[config.mk]
export PLATFORM = sky130hd
export DESIGN_NAME = vram_arbiter
export DESIGN_NICKNAME = d
export VERILOG_FILES = /design/src/rtl/vram_arb_pkg.sv /design/src/rtl/vram_rd_pipe.sv /design/src/rtl/vram_arbiter.sv
export SDC_FILE = /design/constraint.sdc
export NUM_CORES = 1
export LEC_CHECK = 0
export BUFFER_PORTS_ARGS = -buffer_cell sky130_fd_sc_hd__buf_2
export CORE_MARGIN = 4
export CORE_UTILIZATION = 51
export CTS_BUF_LIST = sky130_fd_sc_hd__clkbuf_8
export CTS_CLUSTER_DIAMETER = 200
export DETAILED_ROUTE_END_ITERATION = 10
export GPL_ROUTABILITY_DRIVEN = 1
export PLACE_DENSITY = 0.86
export SYNTH_ARGS = -nofsm -noshare
export SYNTH_HDL_FRONTEND = slang
export SYNTH_HIERARCHICAL = 1
export SYNTH_SLANG_ARGS = --single-unit
[constraint.sdc]
create_clock -name clk -period 4 [get_ports clk]
set_input_delay 0.4 -clock clk [delete_from_list [all_inputs] [get_ports clk]]
set_output_delay 0.4 -clock clk [all_outputs]
set_load 0.005 [all_outputs]
[src/rtl/vram_arb_pkg.sv]
// Shared types and fixed latencies for the VRAM arbiter.
package vram_arb_pkg;

  localparam int VID_LAT = 3;
  localparam int CPU_LAT = 3;

  // One FSM state per CPU latency step plus the idle state.
  typedef enum logic [$clog2(CPU_LAT + 1)-1:0] {
    IDLE  = 2'd0,
    ISSUE = 2'd1,
    READ  = 2'd2,
    DONE  = 2'd3
  } cpu_state_t;

endpackage

[src/rtl/vram_rd_pipe.sv]
// Valid delay line of DEPTH stages; data is captured from tap_data one stage
// before the end, so out_data lines up with out_valid and holds until the next.
module vram_rd_pipe #(
  parameter int DEPTH  = 3,
  parameter int DATA_W = 8
) (
  input  logic              clk,
  input  logic              reset,
  input  logic              in_valid,
  input  logic [DATA_W-1:0] tap_data,
  output logic              out_valid,
  output logic [DATA_W-1:0] out_data
);

  logic [DEPTH-1:0] valid_sr;

  always_ff @(posedge clk or posedge reset) begin
    if (reset) begin
      valid_sr <= '0;
      out_data <= '0;
    end else begin
      valid_sr <= {valid_sr[DEPTH-2:0], in_valid};
      if (valid_sr[DEPTH-2]) begin
        out_data <= tap_data;
      end
    end
  end

  assign out_valid = valid_sr[DEPTH-1];

endmodule

[src/rtl/vram_arbiter.sv]
// Single-port VRAM arbiter: video fetches have absolute priority, the CPU gets
// idle slots. Define VRAM_BLANK_ONLY_EN to restrict CPU grants to blanking.
module vram_arbiter
  import vram_arb_pkg::*;
#(
  parameter int ADDR_W = 11,
  parameter int DATA_W = 8
) (
  input  logic              clk,
  input  logic              reset,
  input  logic              display_on,
  input  logic              vid_req,
  input  logic [ADDR_W-1:0] vid_addr,
  output logic              vid_valid,
  output logic [DATA_W-1:0] vid_data,
  input  logic              cpu_req,
  input  logic [ADDR_W-1:0] cpu_addr,
  input  logic              cpu_we,
  input  logic [DATA_W-1:0] cpu_wdata,
  output logic              cpu_ack,
  output logic [DATA_W-1:0] cpu_rdata,
  output logic [ADDR_W-1:0] ram_addr,
  output logic              ram_we,
  output logic [DATA_W-1:0] ram_wdata,
  input  logic [DATA_W-1:0] ram_rdata
);

  cpu_state_t state;
  logic       permit;
  logic       grant;
  logic       is_write;

`ifdef VRAM_BLANK_ONLY_EN
  assign permit = ~display_on;
`else
  logic unused_display;
  assign unused_display = display_on;
  assign permit         = 1'b1;
`endif

  // A grant only happens in a cycle with no video request, so the CPU command
  // slot that follows can never collide with a video command.
  assign grant = (state == IDLE) && cpu_req && !vid_req && permit;

  always_ff @(posedge clk or posedge reset) begin
    if (reset) begin
      state     <= IDLE;
      is_write  <= 1'b0;
      ram_addr  <= '0;
      ram_we    <= 1'b0;
      ram_wdata <= '0;
      cpu_ack   <= 1'b0;
      cpu_rdata <= '0;
    end else begin
      ram_we  <= 1'b0;
      cpu_ack <= 1'b0;

      if (vid_req) begin
        ram_addr <= vid_addr;
      end else if (grant) begin
        ram_addr  <= cpu_addr;
        ram_we    <= cpu_we;
        ram_wdata <= cpu_wdata;
      end

      // The descriptor may change once cpu_req drops, so the access type is latched.
      case (state)
        IDLE: begin
          if (grant) begin
            state    <= ISSUE;
            is_write <= cpu_we;
          end
        end
        ISSUE: state <= READ;
        READ: begin
          state   <= DONE;
          cpu_ack <= 1'b1;
          if (!is_write) begin
            cpu_rdata <= ram_rdata;
          end
        end
        DONE:    state <= IDLE;
        default: state <= IDLE;
      endcase
    end
  end

  vram_rd_pipe #(
    .DEPTH (VID_LAT),
    .DATA_W(DATA_W)
  ) u_vid_pipe (
    .clk      (clk),
    .reset    (reset),
    .in_valid (vid_req),
    .tap_data (ram_rdata),
    .out_valid(vid_valid),
    .out_data (vid_data)
  );

endmodule

# Word-level counts from Yosys, hierarchy flattened
# Cells that the tools add are included.
classes:
  eq_ne: 4
  n_mux: 7
  bitwise: 2
  n_reduce_logical: 8
ops:
  columns: ["op", "n"]
  rows:
  - ["two-way mux 11 bit", 2]
  - ["case mux 2 bit (4 select lines)", 1]
  - ["AND reduction 2 bit", 3]
  - ["== test 2 bit, second input constant", 2]
  - ["two-way mux 1 bit", 3]
  - ["== test 2 x 1 -> 1 bit, second input constant", 1]
  - ["logical AND 1 bit", 2]
  - ["logical NOT 2 bit", 1]
  - ["two-way mux 2 bit", 1]
  - ["!= test 2 bit, second input constant", 1]
  - ["inverter 1 bit", 2]
  - ["nonzero test 2 bit", 1]
  - ["logical NOT 1 bit", 1]
word_totals:
  ff_bits: 43
  inputBits: 44
  output_inout_bits: 38
  word_cells: 30

# Logic depth before layout (Yosys ltp)
logic_depth:
  word_depth: 5
  ltp_mapped: 6
  depth_no_buf: 5

# Modules after synthesis
# Netlist, hierarchy kept.
by_module_without_submodules:
  columns: ["module", "n_inst", "cells_each", "area_each_um2", "seq_area_each_um2"]
  rows:
  - ["vram_arbiter", 1, 103, 1367.6, 800.8]
  - ["vram_rd_pipe", 1, 21, 410.4, 275.3]

# Least setup slack after synthesis
# Ideal clock, no wire load.
synth_path:
  path_type: "flip-flop to flip-flop"
  startpoint: "register state[0]"
  endpoint: "register cpu_rdata[0]"
  setup_time_ps: 125
  arrival_ps: 1240
  required_ps: 3875
  path_slack_ps: 2636
  path_stages_with_launch: 6
  n_path_buf: 1
  synth_period_minus_slack_ps: 1364
  path_cell_list: "dfrtp_1 -> inv_1 -> ha_1 -> nor2b_1 -> buf_2 -> mux2_2"
synth_between:
  elab_chain_len: 2
synth_lines:
  columns: ["element", "line", "source"]
  rows:
  - ["from (decl)", "vram_arbiter.sv:28", "cpu_state_t state;"]
  - ["from (signal assigned)", "vram_arbiter.sv:47", "state <= IDLE;"]
  - ["from (signal assigned)", "vram_arbiter.sv:70", "state <= ISSUE;"]
  - ["from (signal assigned)", "vram_arbiter.sv:74", "ISSUE: state <= READ;"]
  - ["== test 2 bit", "vram_arbiter.sv:67", "case (state)"]
  - ["AND reduction 2 bit (no line)", null, null]
  - ["to (signal assigned)", "vram_arbiter.sv:79", "cpu_rdata <= ram_rdata;"]
  - ["to (decl)", "vram_arbiter.sv:21", "output logic [DATA_W-1:0] cpu_rdata,"]
# No other way between the ends.
# A chain may end at the register's enable or synchronous reset.

# Worst setup path in the final report
layout_path:
  startpoint: "register state[0]"
  endpoint: "register cpu_rdata[4]"
# The elaborated chain is that of the path after synthesis.

==> metrics.yaml <==
setup_ws_ns: 2.17
die_h_um: 67.0
grt.overflow.total: 0
yosysSeqAreaShare_pct: 60.5
total_leakage_power_nw: 1.28
worstMarginPinSlew_ns: 0.737
netlist_area_sq_um: 1780
ys_warn_count: 6
hold_ws_ns: 0.0978
drt_iter0_drc: 33
routed_wirelength_mm: 3.57
fin_nets: 253
dp_hpwl_mm: 2.75
rsz0062_at_grt: "false"
gp_congestion: 0.693
drive_above_1_share_pct: 54.1
synth.top_cell.area_share_pct: 60.5
synthToLayoutAreaGrowth_pct: 28.1
setup_violations: 0
crit_type: "reg2reg"
grt_max_degree: 26
io_buffers: 80
clk_pin_slew_ns: 0.08
cts_inserted_buffers: 5
syn-num-nets: 171
fp.coreArea_sq_um: 3360
critPathCapture: "cpu_rdata[4]$_DFFE_PP0P_"
ys_ff_latch: 43
final_hold_viol_count: 0
ys_types: 15
layout_commonest_cell: "buf_2"
cts-htree-levels: 2
r2r_slack_ns: 2.17
multiInputGateArea_sq_um: 633
grt_use_total_pct: 17.3
ir_worst_vdd_uv: 282
cap_viol_max_count: 0
rr_startpoint: "state[0]$_DFFE_PP0P_"
num_vias: 1204
place_ws_ns: 2.16
nFillCells: 278
postCtsHoldBufs: 0
syn_inst: 124
root_buffer: "clkbuf_8"
placed_area_sq_um: 2200
maxSlewViolCount: 0
fin_crit_ns: 1.83
cts-resized-gates: 0
crit_required_ns: 4.16
postCtsSetupBuffers: 0
outcome: "completed"
grt_pass1_wl_mm: 5.64
max_slew_margin_pct: 50.8
hp-class: "in2async"
grt_pass1_vias: 1235
yosys.area.top_type: "dfrtp_1"
r2r_end: "cpu_rdata[4]$_DFFE_PP0P_"
routedWlPerCell_um: 14.1
fin_skew_ns: 0.00910
cts_tree: "built"
initial_core_util_pct: 52.9
io_pins: 82
r2r_cells: 4
drc: 0
via_per_inst: 4.76
period_share_pct: 45.9
ant_nets: 0
layout_common_cells: "buf_2, dfrtp_1, mux2_4"
setup_tns_ns: 0
antenna_found_initial: 0
cp-start-kind: "flip-flop"
insertion_delay_ns: 0.28
power_density_nw_per_um2: 587
firstDrtPassIters: 4
fmax_mhz: 545
diodes: 0
dieWidth_um: 67.0
row_count: 21
seqCellArea_sq_um: 1080
clkSinkCount: 43
synth_area_leaders: "dfrtp_1, mux2_4, mux2i_1, mux2_2, o21ai_0"
ctsLongestPathBuffers: 2
final_area_sq_um: 2280
end_kind: "flip-flop"
utilization_pct: 67.7
cp-startpoint: "state[0]$_DFFE_PP0P_"
arrival_ns: 2.00
crit_fanout: 8
synth.avg_cell_area_sq_um: 14.3
die_area_sq_um: 4500
registers in the layout (all words and copies together) (netlist names):
register / count
cpu_ack: 1
cpu_rdata: 8
is_write: 1
ram_addr: 11
ram_wdata: 8
ram_we: 1
state: 2
u_vid_pipe/out_data: 8
u_vid_pipe/valid_sr: 3
per-stage QoR:
| step | total power, mW | std cells |
|---|---|---|
| after CTS | 1.36 | 253 |
| final | 1.34 | 253 |
| after detailed placement | 1.11 | 245 |
| after global routing | 1.44 | 253 |
| after global placement | 1.08 | 245 |
| after floorplan | 0.926 | 124 |
cell usage after synthesis:
master,instances
dfrtp_1,43
mux2_4,16
mux2i_1,12
nand2_1,12
o21ai_0,12
mux2_2,9
inv_1,6
buf_6,3
ha_1,3
clkbuf_1,2
nor2_1,2
a21o_1,1
buf_2,1
nand3b_1,1
nor2b_1,1
power by group:
| group | switching [mW] | leakage, nW | total (mW) | internal (mW) |
|---|---|---|---|---|
| Sequential | 0.0657 | 0.513 | 0.633 | 0.567 |
| Clock | 0.133 | 0.0505 | 0.251 | 0.117 |
| Combinational | 0.184 | 0.720 | 0.455 | 0.271 |
| Total | 0.382 | 1.28 | 1.34 | 0.955 |
per-layer routing:
layer	part of all wire [%]	GRT usage [%]
met5	0	0
met4	0.70	5.32
met3	8.8	6.58
met2	52	29.8
met1	38	19.6
area by class of cell:
class | count | share of cell area (%)
clock inverter | 3 | 0.549
timing repair buffer | 81 | 17.9
sequential | 43 | 47.2
clock buffer | 5 | 3.02
inverter | 6 | 0.988
multi-input combinational | 69 | 27.8
tap | 46 | 2.53
critical path, cell delays in order (launching register included):
cell and delay [ns]:
dfrtp_1 0.36, inv_1 0.12, ha_1 0.21, nor2b_1 0.61, mux2_2 0.41
how the worst min path moves through the flow:
stage	startpoint	to	slack [ns]	cells past startpoint
2_1_floorplan	reset	u_vid_pipe/out_data[0]$_DFFE_PP0P_	0.25	1
3_3_place_gp	u_vid_pipe/valid_sr[0]$_DFF_PP0_	u_vid_pipe/valid_sr[1]$_DFF_PP0_	0.33	0
3_5_place_dp	u_vid_pipe/valid_sr[0]$_DFF_PP0_	u_vid_pipe/valid_sr[1]$_DFF_PP0_	0.34	0
4_1_cts	reset	u_vid_pipe/valid_sr[1]$_DFF_PP0_	0.11	2
5_1_grt	reset	u_vid_pipe/out_data[7]$_DFFE_PP0P_	0.12	2
6_report	reset	u_vid_pipe/out_data[3]$_DFFE_PP0P_	0.1	2
cells by family (layout without fill, tap and decap cells):
family / count (synthesis) / in the layout / share of synthesized area, %
AO/OA/AOI/OAI: 13 / 13 / 3.80
adder cells (fa/ha/maj): 3 / 3 / 2.11
buffers and inverters: 12 / 95 / 3.87
flip-flops: 43 / 43 / 60.5
multiplexers: 37 / 37 / 26.0
AND/OR/NAND/NOR: 16 / 16 / 3.73
(Power assumes the default switching activity.)
